`src/rtl/txsw_pkg.sv`:
```
`default_nettype none
// ============================================================================
// Module   : txsw_pkg
// Purpose  : Shared serve-FSM state type and round-robin pick helper for txreq_arbsw.
// Revision : 1.0 - initial release
// ============================================================================
package txsw_pkg;

  localparam int MAX_CLIENTS = 8;

  typedef enum logic [1:0] {
    ST_IDLE = 2'd0,
    ST_ACK  = 2'd1,
    ST_GAP  = 2'd2
  } srv_state_e;

  // Index of the first set bit of elig scanning upward (with wrap) from start; -1 if none.
  function automatic int rr_pick(input logic [MAX_CLIENTS-1:0] elig,
                                 input int start, input int n);
    int         win;
    int         idx;
    logic [2:0] idx3;
    win = -1;
    for (int k = 0; k < MAX_CLIENTS; k++) begin
      idx  = (start + k) % n;
      idx3 = idx[2:0];
      if (win < 0 && k < n && elig[idx3]) begin
        win = idx;
      end
    end
    return win;
  endfunction

endpackage
`default_nettype wire

```
`src/rtl/txreq_arbsw_if.sv`:
```
`default_nettype none
// ============================================================================
// Module   : txreq_arbsw_if
// Purpose  : Client request / downstream tx bundle for the transmit-request switch.
// Revision : 1.0 - initial release
// ============================================================================
interface txreq_arbsw_if #(
  parameter int NCLIENT = 4,
  parameter int CW      = 16,
  parameter int DW      = 8,
  parameter int AW      = 5
);
  logic [NCLIENT-1:0]    req_valid;
  logic [NCLIENT*CW-1:0] req_code;
  logic [NCLIENT-1:0]    req_acpt;
  logic [NCLIENT-1:0]    cl_ack;
  logic [CW-1:0]         ackcode;
  logic [NCLIENT*DW-1:0] cl_txsrc;
  logic [DW-1:0]         tx_dst;
  logic                  tx_busy;
  logic                  up_request;
  logic                  clientack;
  logic [AW:0]           reqcnt;
  logic                  full;
  logic [NCLIENT-1:0]    overflow;

  modport master (
    output req_valid, req_code, cl_txsrc, tx_busy,
    input  req_acpt, cl_ack, ackcode, tx_dst, up_request, clientack, reqcnt, full, overflow
  );

  modport slave (
    input  req_valid, req_code, cl_txsrc, tx_busy,
    output req_acpt, cl_ack, ackcode, tx_dst, up_request, clientack, reqcnt, full, overflow
  );
endinterface
`default_nettype wire

```
`src/rtl/txreq_fifo.sv`:
```
`default_nettype none
// ============================================================================
// Module   : txreq_fifo
// Purpose  : Single-clock FIFO with occupancy count and synchronous reset.
// Revision : 1.0 - initial release
// ============================================================================
module txreq_fifo #(
  parameter int AW = 5,
  parameter int W  = 18
) (
  input  wire logic          clk,
  input  wire logic          rst,
  input  wire logic          wr_en_i,
  input  wire logic [W-1:0]  wr_data_i,
  input  wire logic          rd_en_i,
  output logic [W-1:0]       rd_data_o,
  output logic [AW:0]        count_o,
  output logic               full_o,
  output logic               empty_o
);
  localparam int DEPTH = 2 ** AW;

  logic [W-1:0]  mem_q [DEPTH];
  logic [AW-1:0] wptr_q;
  logic [AW-1:0] rptr_q;
  logic [AW:0]   cnt_q;
  logic          w_wr;
  logic          w_rd;

  assign w_wr = wr_en_i & ~full_o;
  assign w_rd = rd_en_i & ~empty_o;

  always_ff @(posedge clk) begin
    if (rst) begin
      wptr_q <= '0;
      rptr_q <= '0;
      cnt_q  <= '0;
    end else begin
      if (w_wr) wptr_q <= wptr_q + 1'b1;
      if (w_rd) rptr_q <= rptr_q + 1'b1;
      case ({w_wr, w_rd})
        2'b10:   cnt_q <= cnt_q + 1'b1;
        2'b01:   cnt_q <= cnt_q - 1'b1;
        default: cnt_q <= cnt_q;
      endcase
    end
  end

  always_ff @(posedge clk) begin
    if (w_wr) mem_q[wptr_q] <= wr_data_i;
  end

  assign rd_data_o = mem_q[rptr_q];
  assign count_o   = cnt_q;
  // Count never exceeds DEPTH, so the MSB alone marks full.
  assign full_o    = cnt_q[AW];
  assign empty_o   = (cnt_q == '0);
endmodule
`default_nettype wire

```
`src/rtl/txreq_arbsw.sv`:
```
`default_nettype none
// ============================================================================
// Module   : txreq_arbsw
// Purpose  : N-client tx-request switch: pending capture, arbitration, queue, paced serve.
// Revision : 1.0 - initial release
// ============================================================================
module txreq_arbsw
  import txsw_pkg::*;
#(
  parameter int NCLIENT = 4,
  parameter int CW      = 16,
  parameter int DW      = 8,
  parameter int AW      = 5,
  parameter int RR      = 0,
  parameter int MINGAP  = 2
) (
  input wire logic      clk,
  input wire logic      rst,
  txreq_arbsw_if.slave  bus
);
  localparam int IW = (NCLIENT > 1) ? $clog2(NCLIENT) : 1;

  typedef struct packed {
    logic [IW-1:0] idx;
    logic [CW-1:0] code;
  } entry_t;

  localparam int EW = $bits(entry_t);

  logic [NCLIENT-1:0]     pend_q, pend_d;
  logic [NCLIENT-1:0]     ovf_q, ovf_d;
  logic [CW-1:0]          pcode_q [NCLIENT];
  logic [CW-1:0]          pcode_d [NCLIENT];
  logic [2:0]             ptr_q, ptr_d;

  logic [MAX_CLIENTS-1:0] w_elig;
  int                     w_win;
  logic [NCLIENT-1:0]     w_grant;
  logic [IW-1:0]          w_gidx;
  logic [CW-1:0]          w_gcode;
  entry_t                 w_wr_ent;
  entry_t                 w_rd_ent;
  logic [EW-1:0]          w_rd_raw;
  logic [AW:0]            w_cnt;
  logic                   w_full;
  logic                   w_empty;
  logic                   w_pop;

  srv_state_e             state_q, state_d;
  logic [3:0]             gap_q, gap_d;
  logic [IW-1:0]          sel_q, sel_d;
  logic [CW-1:0]          ackcode_q, ackcode_d;
  logic [NCLIENT-1:0]     clack_q, clack_d;
  logic                   clientack_q, clientack_d;
  logic                   served_q, served_d;
  logic [DW-1:0]          w_tx;

  // Arbitration: fixed priority is a round-robin scan that always starts at 0.
  always_comb begin
    w_elig = '0;
    w_elig[NCLIENT-1:0] = bus.req_valid | pend_q;
    w_win  = rr_pick(w_elig, (RR != 0) ? int'(ptr_q) : 0, NCLIENT);
    w_grant = '0;
    w_gidx  = '0;
    w_gcode = '0;
    for (int i = 0; i < NCLIENT; i++) begin
      if (!w_full && w_win == i) begin
        w_grant[i] = 1'b1;
        w_gidx     = IW'(i);
        w_gcode    = bus.req_valid[i] ? bus.req_code[i*CW +: CW] : pcode_q[i];
      end
    end
  end

  always_comb begin
    pend_d  = pend_q;
    ovf_d   = ovf_q;
    pcode_d = pcode_q;
    ptr_d   = ptr_q;
    for (int i = 0; i < NCLIENT; i++) begin
      if (w_grant[i]) begin
        pend_d[i] = 1'b0;
      end else if (bus.req_valid[i]) begin
        pend_d[i]  = 1'b1;
        pcode_d[i] = bus.req_code[i*CW +: CW];
        if (pend_q[i]) ovf_d[i] = 1'b1;
      end
    end
    if (|w_grant) begin
      ptr_d = (int'(w_gidx) == NCLIENT - 1) ? 3'd0 : 3'(int'(w_gidx) + 1);
    end
  end

  assign w_wr_ent = '{idx: w_gidx, code: w_gcode};
  assign w_rd_ent = entry_t'(w_rd_raw);

  txreq_fifo #(.AW(AW), .W(EW)) u_fifo (
    .clk       (clk),
    .rst       (rst),
    .wr_en_i   (|w_grant),
    .wr_data_i (w_wr_ent),
    .rd_en_i   (w_pop),
    .rd_data_o (w_rd_raw),
    .count_o   (w_cnt),
    .full_o    (w_full),
    .empty_o   (w_empty)
  );

  // Serve FSM: pop from IDLE, one-cycle registered ack, then a paced gap.
  always_comb begin
    state_d     = state_q;
    gap_d       = gap_q;
    sel_d       = sel_q;
    ackcode_d   = ackcode_q;
    clack_d     = '0;
    clientack_d = 1'b0;
    served_d    = served_q;
    w_pop       = 1'b0;
    case (state_q)
      ST_IDLE: begin
        if (!w_empty && !bus.tx_busy) begin
          w_pop                 = 1'b1;
          sel_d                 = w_rd_ent.idx;
          ackcode_d             = w_rd_ent.code;
          clack_d[w_rd_ent.idx] = 1'b1;
          clientack_d           = 1'b1;
          served_d              = 1'b1;
          state_d               = ST_ACK;
        end
      end
      ST_ACK: begin
        gap_d   = 4'(MINGAP - 1);
        state_d = ST_GAP;
      end
      ST_GAP: begin
        if (gap_q == 4'd0) begin
          if (!bus.tx_busy) state_d = ST_IDLE;
        end else begin
          gap_d = gap_q - 4'd1;
        end
      end
      default: state_d = ST_IDLE;
    endcase
  end

  always_ff @(posedge clk) begin
    if (rst) begin
      pend_q      <= '0;
      ovf_q       <= '0;
      ptr_q       <= '0;
      state_q     <= ST_IDLE;
      gap_q       <= '0;
      sel_q       <= '0;
      ackcode_q   <= '0;
      clack_q     <= '0;
      clientack_q <= 1'b0;
      served_q    <= 1'b0;
      for (int i = 0; i < NCLIENT; i++) pcode_q[i] <= '0;
    end else begin
      pend_q      <= pend_d;
      ovf_q       <= ovf_d;
      ptr_q       <= ptr_d;
      state_q     <= state_d;
      gap_q       <= gap_d;
      sel_q       <= sel_d;
      ackcode_q   <= ackcode_d;
      clack_q     <= clack_d;
      clientack_q <= clientack_d;
      served_q    <= served_d;
      pcode_q     <= pcode_d;
    end
  end

  // tx data stays at zero after reset until the first entry has been served.
  always_comb begin
    w_tx = '0;
    for (int i = 0; i < NCLIENT; i++) begin
      if (served_q && sel_q == IW'(i)) w_tx = bus.cl_txsrc[i*DW +: DW];
    end
  end

  assign bus.req_acpt   = w_grant;
  assign bus.up_request = |w_grant;
  assign bus.cl_ack     = clack_q;
  assign bus.clientack  = clientack_q;
  assign bus.ackcode    = ackcode_q;
  assign bus.tx_dst     = w_tx;
  assign bus.reqcnt     = w_cnt;
  assign bus.full       = w_full;
  assign bus.overflow   = ovf_q;
endmodule
`default_nettype wire

```
`src/flat_wrapper.sv`:
```
// flat-port wrapper written by rule: the top's interface ports become plain ports
module txreq_arbsw_flat import txsw_pkg::*;
#(
  parameter int NCLIENT = 4,
  parameter int CW      = 16,
  parameter int DW      = 8,
  parameter int AW      = 5,
  parameter int RR      = 0,
  parameter int MINGAP  = 2
)
  (clk, rst, bus_req_valid, bus_req_code, bus_cl_txsrc, bus_tx_busy, bus_req_acpt, bus_cl_ack, bus_ackcode, bus_tx_dst, bus_up_request, bus_clientack, bus_reqcnt, bus_full, bus_overflow);
  txreq_arbsw_if #(.NCLIENT(NCLIENT), .CW(CW), .DW(DW), .AW(AW)) bus_i ();
  input wire logic clk;
  input wire logic rst;
  input wire logic [$bits(bus_i.req_valid)-1:0] bus_req_valid;
  input wire logic [$bits(bus_i.req_code)-1:0] bus_req_code;
  input wire logic [$bits(bus_i.cl_txsrc)-1:0] bus_cl_txsrc;
  input wire logic [$bits(bus_i.tx_busy)-1:0] bus_tx_busy;
  output wire logic [$bits(bus_i.req_acpt)-1:0] bus_req_acpt;
  output wire logic [$bits(bus_i.cl_ack)-1:0] bus_cl_ack;
  output wire logic [$bits(bus_i.ackcode)-1:0] bus_ackcode;
  output wire logic [$bits(bus_i.tx_dst)-1:0] bus_tx_dst;
  output wire logic [$bits(bus_i.up_request)-1:0] bus_up_request;
  output wire logic [$bits(bus_i.clientack)-1:0] bus_clientack;
  output wire logic [$bits(bus_i.reqcnt)-1:0] bus_reqcnt;
  output wire logic [$bits(bus_i.full)-1:0] bus_full;
  output wire logic [$bits(bus_i.overflow)-1:0] bus_overflow;
  assign bus_i.req_valid = bus_req_valid;
  assign bus_i.req_code = bus_req_code;
  assign bus_i.cl_txsrc = bus_cl_txsrc;
  assign bus_i.tx_busy = bus_tx_busy;
  assign bus_req_acpt = bus_i.req_acpt;
  assign bus_cl_ack = bus_i.cl_ack;
  assign bus_ackcode = bus_i.ackcode;
  assign bus_tx_dst = bus_i.tx_dst;
  assign bus_up_request = bus_i.up_request;
  assign bus_clientack = bus_i.clientack;
  assign bus_reqcnt = bus_i.reqcnt;
  assign bus_full = bus_i.full;
  assign bus_overflow = bus_i.overflow;
  txreq_arbsw #(.NCLIENT(NCLIENT), .CW(CW), .DW(DW), .AW(AW), .RR(RR), .MINGAP(MINGAP)) u_core (.clk(clk), .rst(rst), .bus(bus_i));
endmodule
```
`config.mk`:
```
export PLATFORM = sky130hd
export DESIGN_NAME = txreq_arbsw_flat
export DESIGN_NICKNAME = d
export VERILOG_FILES = /design/src/rtl/txsw_pkg.sv /design/src/rtl/txreq_arbsw_if.sv /design/src/rtl/txreq_fifo.sv /design/src/rtl/txreq_arbsw.sv /design/src/flat_wrapper.sv
export SDC_FILE = /design/constraint.sdc
export NUM_CORES = 1
export LEC_CHECK = 0
export CAP_MARGIN = 40
export CELL_PAD_IN_SITES_DETAIL_PLACEMENT = 0
export CELL_PAD_IN_SITES_GLOBAL_PLACEMENT = 1
export CORE_MARGIN = 5
export CORE_UTILIZATION = 45
export DETAILED_ROUTE_END_ITERATION = 8
export GPL_TIMING_DRIVEN = 0
export PLACE_DENSITY = 0.68
export SETUP_SLACK_MARGIN = 0.1
export SYNTH_ARGS = -nofsm -noshare
export SYNTH_HDL_FRONTEND = slang
export SYNTH_SLANG_ARGS = --single-unit
```
`constraint.sdc`:
```
create_clock -name clk -period 3.7 [get_ports clk]
set_input_delay 0.74 -clock clk [delete_from_list [all_inputs] [get_ports clk]]
set_output_delay 0.74 -clock clk [all_outputs]
set_load 0.05 [all_outputs]
```
Word level (Yosys, flattened, before mapping)
Memories as Yosys holds them, arrays and structs flattened. A register that Yosys moved wholly into a read port is not among the register bits.
Cells that the tools add are included.
{"block": "classes", "n_addsub": 5, "n_lt_le_gt_ge": 5, "eq_ne": 14, "mux": 38, "bitwise_logic": 11, "n_reduce_logical": 36}
{"operator": "$mux 16", "n": 8}
{"operator": "$mux 32", "n": 4}
{"operator": "$lt 32x1->1 const B", "n": 3}
{"operator": "$eq 32x3->1 const B", "n": 2}
{"operator": "$eq 32x2->1 const B", "n": 1}
{"operator": "$logic_not 32->1", "n": 1}
{"operator": "$mux 8", "n": 4}
{"operator": "$reduce_and 3->1", "n": 5}
{"operator": "$logic_and 1x1->1", "n": 13}
{"operator": "$pmux 6 s2", "n": 1}
{"operator": "$add 5x1->5 const B", "n": 2}
{"operator": "$mux 1", "n": 10}
{"operator": "$mux 2", "n": 5}
{"operator": "$mux 5", "n": 2}
{"operator": "$eq 2x2->1 const B", "n": 4}
{"operator": "$not 1->1", "n": 8}
{"operator": "$pmux 4 s2", "n": 1}
{"operator": "$reduce_or 2->1", "n": 4}
{"operator": "$add 6x1->6 const B", "n": 1}
{"operator": "$eq 2x1->1 const B", "n": 3}
{"operator": "$logic_not 6->1", "n": 1}
{"operator": "$pmux 2 s3", "n": 1}
{"operator": "$sub 6x1->6 const B", "n": 1}
{"operator": "$logic_not 2->1", "n": 2}
{"operator": "other kinds (15)", "n": 22}
{"block": "totals", "ff_bits": 118, "ram_bits": 576, "input_bits": 103, "out_inout_bits": 45, "elab_cells": 132, "memories": 1}
{"name": "u_core.u_fifo.mem_q", "words": 32, "width": 18, "read_ports": 1, "rd_clocked_by_memory_dff": 1, "write_ports": 1, "line_no": "txreq_fifo.sv:23", "source": "logic [W-1:0] mem_q [DEPTH];"}

Logic depth before layout (Yosys ltp)
Gate-level depths: netlist of run 1.
{"block": "logic_depth", "word_depth": 18, "depth_mapped": 14}

By module
Synthesis of run 1 repeated with hierarchy kept, for this count alone.
{"block": "hier_totals", "cells_unflattened": 1815, "hier_area_um2": 28242.1}
{"module": "txreq_fifo", "n_inst": 1, "cells_per_inst": 1187, "area_each_um2": 23095.9}
{"module": "txreq_arbsw", "n_inst": 1, "cells_per_inst": 628, "area_each_um2": 5146.2}

Least setup slack after synthesis of run 1
Ideal clock, no wire load.
{"block": "synth_timing", "kind": "in2reg", "startpoint": "input port bus_req_valid[3]", "endpoint": "register u_core.u_fifo.cnt_q[4], in the netlist u_core.u_fifo.count_o[4]", "setup_ps": 132, "arrival_ps": 3610, "path_slack_ps": -42, "path_stages": 13, "cell_sequence": "buf_2 -> nor2_1 -> a41oi_2 -> inv_1 -> ha_1 -> clkbuf_1 -> xor2_1 -> ha_1 -> a21oi_1 -> o21ai_0 -> a222oi_1 -> or3_1 -> a21oi_1"}
{"block": "synth_via", "elab_chain_cells": 10}
{"item": "start, declared", "line_no": "flat_wrapper.sv:15", "source": "input wire logic [$bits(bus_i.req_valid)-1:0] bus_req_valid;"}
{"item": "$or 4x4->4 *", "line_no": "txreq_arbsw.sv:61", "source": "w_elig[NCLIENT-1:0] = bus.req_valid | pend_q;"}
{"item": "$logic_and 1x1->1 *", "line_no": "txsw_pkg.sv:27", "source": "if (win < 0 && k < n && elig[idx3]) begin"}
{"item": "$mux 32 *", "line_no": "txsw_pkg.sv:27"}
{"item": "$eq 32x2->1, or another cell as far along", "line_no": "txreq_arbsw.sv:67", "source": "if (!w_full && w_win == i) begin"}
{"item": "$logic_and 1x1->1", "line_no": "txreq_arbsw.sv:67"}
{"item": "$mux 1", "line_no": "txreq_arbsw.sv:67"}
{"item": "$reduce_or 4->1 *"}
{"item": "named net bus_up_request", "line_no": "flat_wrapper.sv:23", "source": "output wire logic [$bits(bus_i.up_request)-1:0] bus_up_request;"}
{"item": "$and 1x1->1 *", "line_no": "txreq_fifo.sv:30", "source": "assign w_wr = wr_en_i & ~full_o;"}
{"item": "$eq 2x1->1 or $eq 2x2->1 (tied branches)", "line_no": "txreq_fifo.sv:41", "source": "case ({w_wr, w_rd})"}
{"item": "$pmux 6 s2 or $reduce_bool 2->1 (tied branches)"}
{"item": "end signal, assigned", "line_no": "txreq_fifo.sv:42", "source": "2'b10: cnt_q <= cnt_q + 1'b1;"}
{"item": "end signal, assigned", "line_no": "txreq_fifo.sv:43", "source": "2'b01: cnt_q <= cnt_q - 1'b1;"}
{"item": "end signal, assigned", "line_no": "txreq_fifo.sv:44", "source": "default: cnt_q <= cnt_q;"}
{"item": "end, declared", "line_no": "txreq_fifo.sv:26", "source": "logic [AW:0] cnt_q;"}
The timed path passes the listed nets; every way through them passes the cells marked *.
A chain may end at the register's enable or synchronous reset.

Final worst setup path of run 1
{"block": "layout_timing", "startpoint": "input port bus_req_valid[0]", "endpoint": "output port bus_req_acpt[3]"}
{"block": "layout_via", "elab_chain_cells": 14}
{"item": "$or 4x4->4 *", "line_no": "txreq_arbsw.sv:61"}
{"item": "$mux 32 *", "line_no": "txsw_pkg.sv:27"}
{"item": "$lt 32x1->1", "line_no": "txsw_pkg.sv:27"}
{"item": "$logic_and 1x1->1", "line_no": "txsw_pkg.sv:27"}
{"item": "$mux 32 *", "line_no": "txsw_pkg.sv:27"}
{"item": "$lt 32x1->1", "line_no": "txsw_pkg.sv:27"}
{"item": "$logic_and 1x1->1", "line_no": "txsw_pkg.sv:27"}
{"item": "$mux 32 *", "line_no": "txsw_pkg.sv:27"}
{"item": "$lt 32x1->1", "line_no": "txsw_pkg.sv:27"}
{"item": "$logic_and 1x1->1", "line_no": "txsw_pkg.sv:27"}
{"item": "$mux 32 *", "line_no": "txsw_pkg.sv:27"}
{"item": "$eq 32x3->1 *", "line_no": "txreq_arbsw.sv:67"}
{"item": "$logic_and 1x1->1 *", "line_no": "txreq_arbsw.sv:67"}
{"item": "$mux 1 *", "line_no": "txreq_arbsw.sv:67"}
{"item": "end, declared", "line_no": "flat_wrapper.sv:19", "source": "output wire logic [$bits(bus_i.req_acpt)-1:0] bus_req_acpt;"}
Mark *: on every way between the ends. The rest lies on a longest branch, timed or not.

==> flow_summary.yaml, run 1 <==
run_status:
  status: "completed"
power:
  ir_drop_v: 0.000333
  power.leakage_nw: 11.1
  power_density_nw_per_um2: 596
clocking:
  cts_root_buffer: "clkbuf_16"
  clockBufferDepth: 3
  postCtsHoldBufs: 0
  clk_latency_ns: 0.62
  cts_tree: "done"
  cts_max_level: 3
  cts_buffers: 72
  worst_setup_hold_path_clk_slew_ns: 0.06
  clkSinkCount: 699
  cts_setup_buffers: 0
grt:
  grt_overflow: 0
  grt_max_degree: 33
  busiest_layer: "met2"
  met1_usage_pct: 30.8
  antenna_found_initial: 1
  grt_pass1_vias: 16800
  track_usage_pct: 22.5
  grtUsageMet2_pct: 37.0
  grt_pass1_wl_um: 111000
  met3_usage_pct: 4.55
logic_synthesis:
  ys_seq_area_share_pct: 70.6
  ys_top_cells_by_count: "edfxtp_1 (576), mux2i_1 (166), nand2_1 (165)"
  synth-edff-count: 576
  synth_area_um2: 28000
  synth_simple_gate_area_share_pct: 5.06
  ys.warnings.count: 0
  synth_top_area_share_pct: 61.8
  yosysTopAreaCell: "edfxtp_1"
  avgSynthCellArea_um2: 16.2
  async_reset_ff_share_pct: 0
  synth_top_family_by_area: "multiplexers"
  synthFlopType: "edfxtp_1"
  synth_cells: 1727
  ys_seq_elements: 699
  synthXorXnorAreaFrac_pct: 0.344
  synthAdderAreaFrac_pct: 0.402
  synth_most_common_cell: "edfxtp_1"
  synth_area_leaders: "edfxtp_1 (62%), dfxtp_1 (8.8%), mux4_2 (8.5%)"
  synth_nets: 1839
  muxShareOfSynthArea_pct: 14.5
  synth_compound_area_share_pct: 6.96
  synth.distinct_cells: 61
sta:
  relSlewSlack_pct: 42.6
  max_freq_ghz: 0.287
  fin_tns_setup_ns: 0
  finalCriticalPeriod_ns: 3.48
  rsz0062_at_grt: "true"
  holdWs_ns: 0.452
  setup_slack_ns: 0.219
  tightest_slew_ns: 0.861
  finalSetupViolCount: 0
  hold_viol_final: 0
  final_max_slew_viol_count: 0
  post-route-period-util_pct: 94.1
  fin_skew_ns: 0.0307
floorplan:
  start_util_pct: 45.4
  io_pins: 148
  die_y_um: 259
  die_area_um2: 67300
  die_w_um: 259
  core_area_um2: 61700
  rows: 91
drt:
  drc: 0
  firstDrtPassIters: 5
  vias: 16500
  ant_nets: 0
  via_per_inst: 5.69
  drtIter0Drc: 1558
  wl_per_cell_um: 26.4
  totalWireLength_um: 76400
place:
  hpwl_um: 53900
  place_area_um2: 31700
  pre_cts_ws_ns: -0.552
  port_buffers: 146
  place_congestion: 0.816
layout:
  area_growth_pct: 21.4
  drive_above_1_share_pct: 18.8
  fin_area_um2: 34000
  fillers: 5046
  nets: 2113
  final_core_util_pct: 55.1
setup_path:
  cp.required_ns: 2.96
  worstSetupStartpointType: "input pin"
  cp_max_fo: 10
  end_kind: "output pin"
  path_class: "input pin to output pin"
  arrival_ns: 2.74
flow_run:
  maxCapViolCount: 0
worst_hold_path:
  hp-class: "register to register"
## stage by stage
step,cells,total power [mW]
final,2900,20.3
after global routing,2899,21.0
after CTS,2898,20.4
after detailed placement,2765,13.3
after global placement,2710,13.2
after floorplan,1727,11.8
## state kept, by name, summed over array words and instances (netlist names), named ones only
| signal | count |
|---|---|
| u_core.bus.clientack | 1 |
| u_core.state_q | 2 |
| u_core.gap_q | 4 |
| u_core.pcode_q | 64 |
| u_core.pend_q | 4 |
| u_core.u_fifo.wptr_q | 5 |
| u_core.u_fifo.rptr_q | 5 |
| u_core.u_fifo.count_o | 6 |
| u_core.bus.ackcode | 16 |
| u_core.served_q | 1 |
| u_core.bus.cl_ack | 4 |
| u_core.u_fifo.mem_q | 576 |
| u_core.sel_q | 2 |
| u_core.bus.overflow | 4 |
## critical path, stage by stage
cell and delay, ns:
clkdlybuf4s50_1 0.47, or4_1 0.53, or4_4 0.51, buf_4 0.22, inv_2 0.11, buf_6 0.17
## cell families after synthesis
kind of cell	after synthesis
compound gates	289
buf+inv	124
xor+xnor	11
fa+ha+maj	9
simple gates	322
mux	273
flops	699
## path summary, 6_finish.rpt
path              depth (start not counted)                               endpoint  slack [ns]                             startpoint
setup / recovery                          6                        bus_req_acpt[3]        0.22                       bus_req_valid[0]
hold / removal                            2        u_core.pcode_q[61]$_SDFFE_PP0N_        0.45        u_core.pcode_q[61]$_SDFFE_PP0N_
setup reg to reg                         14  u_core.u_fifo.count_o[4]$_SDFFE_PP0P_        0.37  u_core.u_fifo.count_o[1]$_SDFFE_PP0P_
hold reg to reg                           2        u_core.pcode_q[61]$_SDFFE_PP0N_        0.45        u_core.pcode_q[61]$_SDFFE_PP0N_
## final cells by class
class / instances / area [um2] / area share, %
buffer: 107 / 553 / 1.63
inverter: 16 / 62.6 / 0.184
sequential: 699 / 19800 / 58.1
clock inverter: 28 / 213 / 0.626
clock buffer: 106 / 2100 / 6.16
timing repair buffer: 201 / 2350 / 6.91
tap: 837 / 1050 / 3.08
antenna: 2 / 5.00 / 0.0147
multi-input combinational: 904 / 7910 / 23.3
## routing by layer
| metal | part of all wire, % | wire length (um) |
|---|---|---|
| met1 | 41 | 31600 |
| met2 | 50 | 37900 |
| met3 | 6.5 | 5000 |
| met4 | 2.5 | 1930 |
| met5 | 0 | 0 |
## placed cells by master, fill, tap and decap left out, drive strengths merged, types with 4 or more instances in the layout
master,count
o22ai,13
clkbuf,160
or2,5
o22a,16
nor3,9
o21a,4
nand2,165
and2,14
o221ai,25
or3,5
mux4,106
dfxtp,123
nor2,79
clkinv,20
clkdlybuf4s50,141
nand3,8
a21oi,103
a221oi,25
a31oi,7
nor2b,6
a221o,5
edfxtp,576
o21ai,39
a211oi,6
inv,18
xor2,9
mux2i,166
a22o,5
buf,111
a22oi,16
nand4,4
nand2b,10
ha,9
o221a,10
## timing repair
| item | in CTS | in global routing |
|---|---|---|
| setup endpoints to repair | 14 | 13 |
| pin swaps | 0 | 1 |
| resized for setup | 19 | 12 |
| cloned | 0 | 0 |
## power by group
| part | leakage, nW | total (mW) | switching, mW | internal, mW |
|---|---|---|---|---|
| registers | 6.30 | 9.08 | 0.178 | 8.90 |
| clock network | 1.12 | 7.11 | 2.96 | 4.14 |
| logic | 3.69 | 4.08 | 2.41 | 1.67 |
No activity file was read; power rests on OpenSTA's default activity.
==> run 2: changes to the inputs <==
--- a/config.mk
+++ b/config.mk
@@ -17,3 +17,4 @@
 export SYNTH_ARGS = -nofsm -noshare
 export SYNTH_HDL_FRONTEND = slang
 export SYNTH_SLANG_ARGS = --single-unit
+export TNS_END_PERCENT = 20
==> constraint.sdc (replaced) <==
create_clock -name clk -period 3.4 [get_ports clk]
set_input_delay 0.68 -clock clk [delete_from_list [all_inputs] [get_ports clk]]
set_output_delay 0.68 -clock clk [all_outputs]
set_load 0.05 [all_outputs]
==> run 2 against run 1 <==
  * Count of clock-buffer cells in the layout unchanged
  * Die area stayed put
  * Final cell count up 0.14%
  * Clock skew is 0.00077 ns lower
  * Non-clock buffer count is 4 higher
  * Via count rose by 1.4%
  * Combinational power grew 9.8%
  * Largest cell class unchanged
  * Sequential power is 8.6% higher
  * Register-to-register slack worse by 0.07 ns
  * Utilization rose by 0.11 points
==> flow_summary.yaml, run 2 (synthesis results as in run 1) <==
run_status:
  status: "completed"
layout:
  fillers: 4928
  area_growth_pct: 21.7
  final_core_util_pct: 55.2
  fin_area_um2: 34100
  regMostFlops: "u_core.u_fifo.mem_q"
  stdcell_count: 2904
  largest_reg_flops: 576
  nets: 2118
  drive_above_1_share_pct: 19.5
  final_common_cell: "edfxtp_1"
  final_cell_mix: "edfxtp_1 (576), mux2i_1 (166), nand2_1 (165)"
power:
  ir_drop_v: 0.000384
  power_density_nw_per_um2: 648
  power.leakage_nw: 11.2
  p_total_mw: 22.1
clocking:
  cts_root_buffer: "clkbuf_16"
  clockBufferDepth: 3
  clk_latency_ns: 0.62
  cts_tree: "done"
  clkSinkCount: 699
  cts_max_level: 3
  postCtsHoldBufs: 0
  worst_setup_hold_path_clk_slew_ns: 0.06
  cts_buffers: 73
setup_path:
  r2r-end: "u_core.bus.ackcode[7]$_SDFFE_PP0N_"
  cp.required_ns: 2.72
  cp-startpoint: "u_core.u_fifo.count_o[5]$_SDFFE_PP0P_"
  r2r_cells: 7
  r2r_slack_ns: 0.30
  arrival_ns: 2.55
  cp-endpoint: "bus_req_acpt[2]"
  worstSetupStartpointType: "register"
  path_class: "register to output pin"
  cp_max_fo: 10
  end_kind: "output pin"
sta:
  relSlewSlack_pct: 39.0
  finalSetupViolCount: 0
  rsz0062_at_grt: "true"
  setup_slack_ns: 0.174
  holdWs_ns: 0.452
  finalCriticalPeriod_ns: 3.23
  final_max_slew_viol_count: 0
  tightest_slew_ns: 0.914
  max_freq_ghz: 0.310
  post-route-period-util_pct: 94.9
  hold_viol_final: 0
  fin_tns_setup_ns: 0
  fin_skew_ns: 0.0299
place:
  pre_cts_ws_ns: -0.759
  place_area_um2: 31700
  post-place-cells: 2766
  hpwl_um: 53900
  place_congestion: 0.816
  port_buffers: 146
drt:
  totalWireLength_um: 76400
  vias: 16700
  ant_nets: 0
  drtIter0Drc: 1574
  drc: 0
  via_per_inst: 5.76
  wl_per_cell_um: 26.3
  firstDrtPassIters: 6
floorplan:
  io_pins: 148
  die_y_um: 259
  core_area_um2: 61700
  start_util_pct: 45.4
  rows: 91
  die_area_um2: 67300
  die_w_um: 259
grt:
  track_usage_pct: 22.4
  grt_pass1_wl_um: 111000
  grt_overflow: 0
  grt_pass1_vias: 16600
  antenna_found_initial: 7
  grt_max_degree: 33
flow_run:
  maxCapViolCount: 0
worst_hold_path:
  hp-class: "register to register"
[run 2: worst min path at each step]
stage	start	endpoint	depth (start not counted)
global placement	u_core.pcode_q[56]$_SDFFE_PP0N_	u_core.pcode_q[56]$_SDFFE_PP0N_	2
finish	u_core.pcode_q[24]$_SDFFE_PP0N_	u_core.pcode_q[24]$_SDFFE_PP0N_	2
CTS	u_core.pcode_q[38]$_SDFFE_PP0N_	u_core.pcode_q[38]$_SDFFE_PP0N_	2
floorplan	u_core.pcode_q[0]$_SDFFE_PP0N_	u_core.pcode_q[0]$_SDFFE_PP0N_	2
detailed placement	u_core.pcode_q[10]$_SDFFE_PP0N_	u_core.pcode_q[10]$_SDFFE_PP0N_	2
global route	u_core.pcode_q[37]$_SDFFE_PP0N_	u_core.pcode_q[37]$_SDFFE_PP0N_	2
[run 2: cell type report]
type	instances	area [um2]	share of cell area [%]
well taps	837	1050	3.07
multi-input cells	904	7940	23.3
repair buffers	206	2350	6.91
plain buffers	106	559	1.64
diodes	7	17.5	0.0514
flip-flops and latches	699	19800	58.0
clock buffers	106	2110	6.21
clock inverters	23	208	0.610
inverters	16	65.1	0.191
[run 2: timing repair]
action	in CTS	in global routing
gates resized for setup	38	6
cloned	0	0
hold endpoints to repair	0	0
buffers inserted	0	4
pin swaps	2	2
setup endpoints to repair	145	8
[run 2: worst max-delay path: stages, from the launching register on]
cell and delay [ns]:
dfxtp_1 0.35, clkbuf_2 0.22, nor3_2 0.29, nand3_1 0.16, clkbuf_2 0.31, inv_1 0.22
clkdlybuf4s15_2 0.40
[run 2: per-layer routing]
| layer | GRT usage, % | share of wire [%] | vias to the layer above |
|---|---|---|---|
| met5 | 0 | 0 | - |
| met4 | 6.38 | 2.3 | 0 |
| met3 | 3.34 | 6.6 | 114 |
| met2 | 36.8 | 49 | 602 |
| met1 | 31.5 | 42 | 8662 |
| li1 | - | - | 7363 |
[run 2: power breakdown]
group	switching, mW	internal, mW	total, mW
registers	0.173	9.69	9.86
clock network	3.26	4.49	7.75
logic	2.66	1.82	4.48
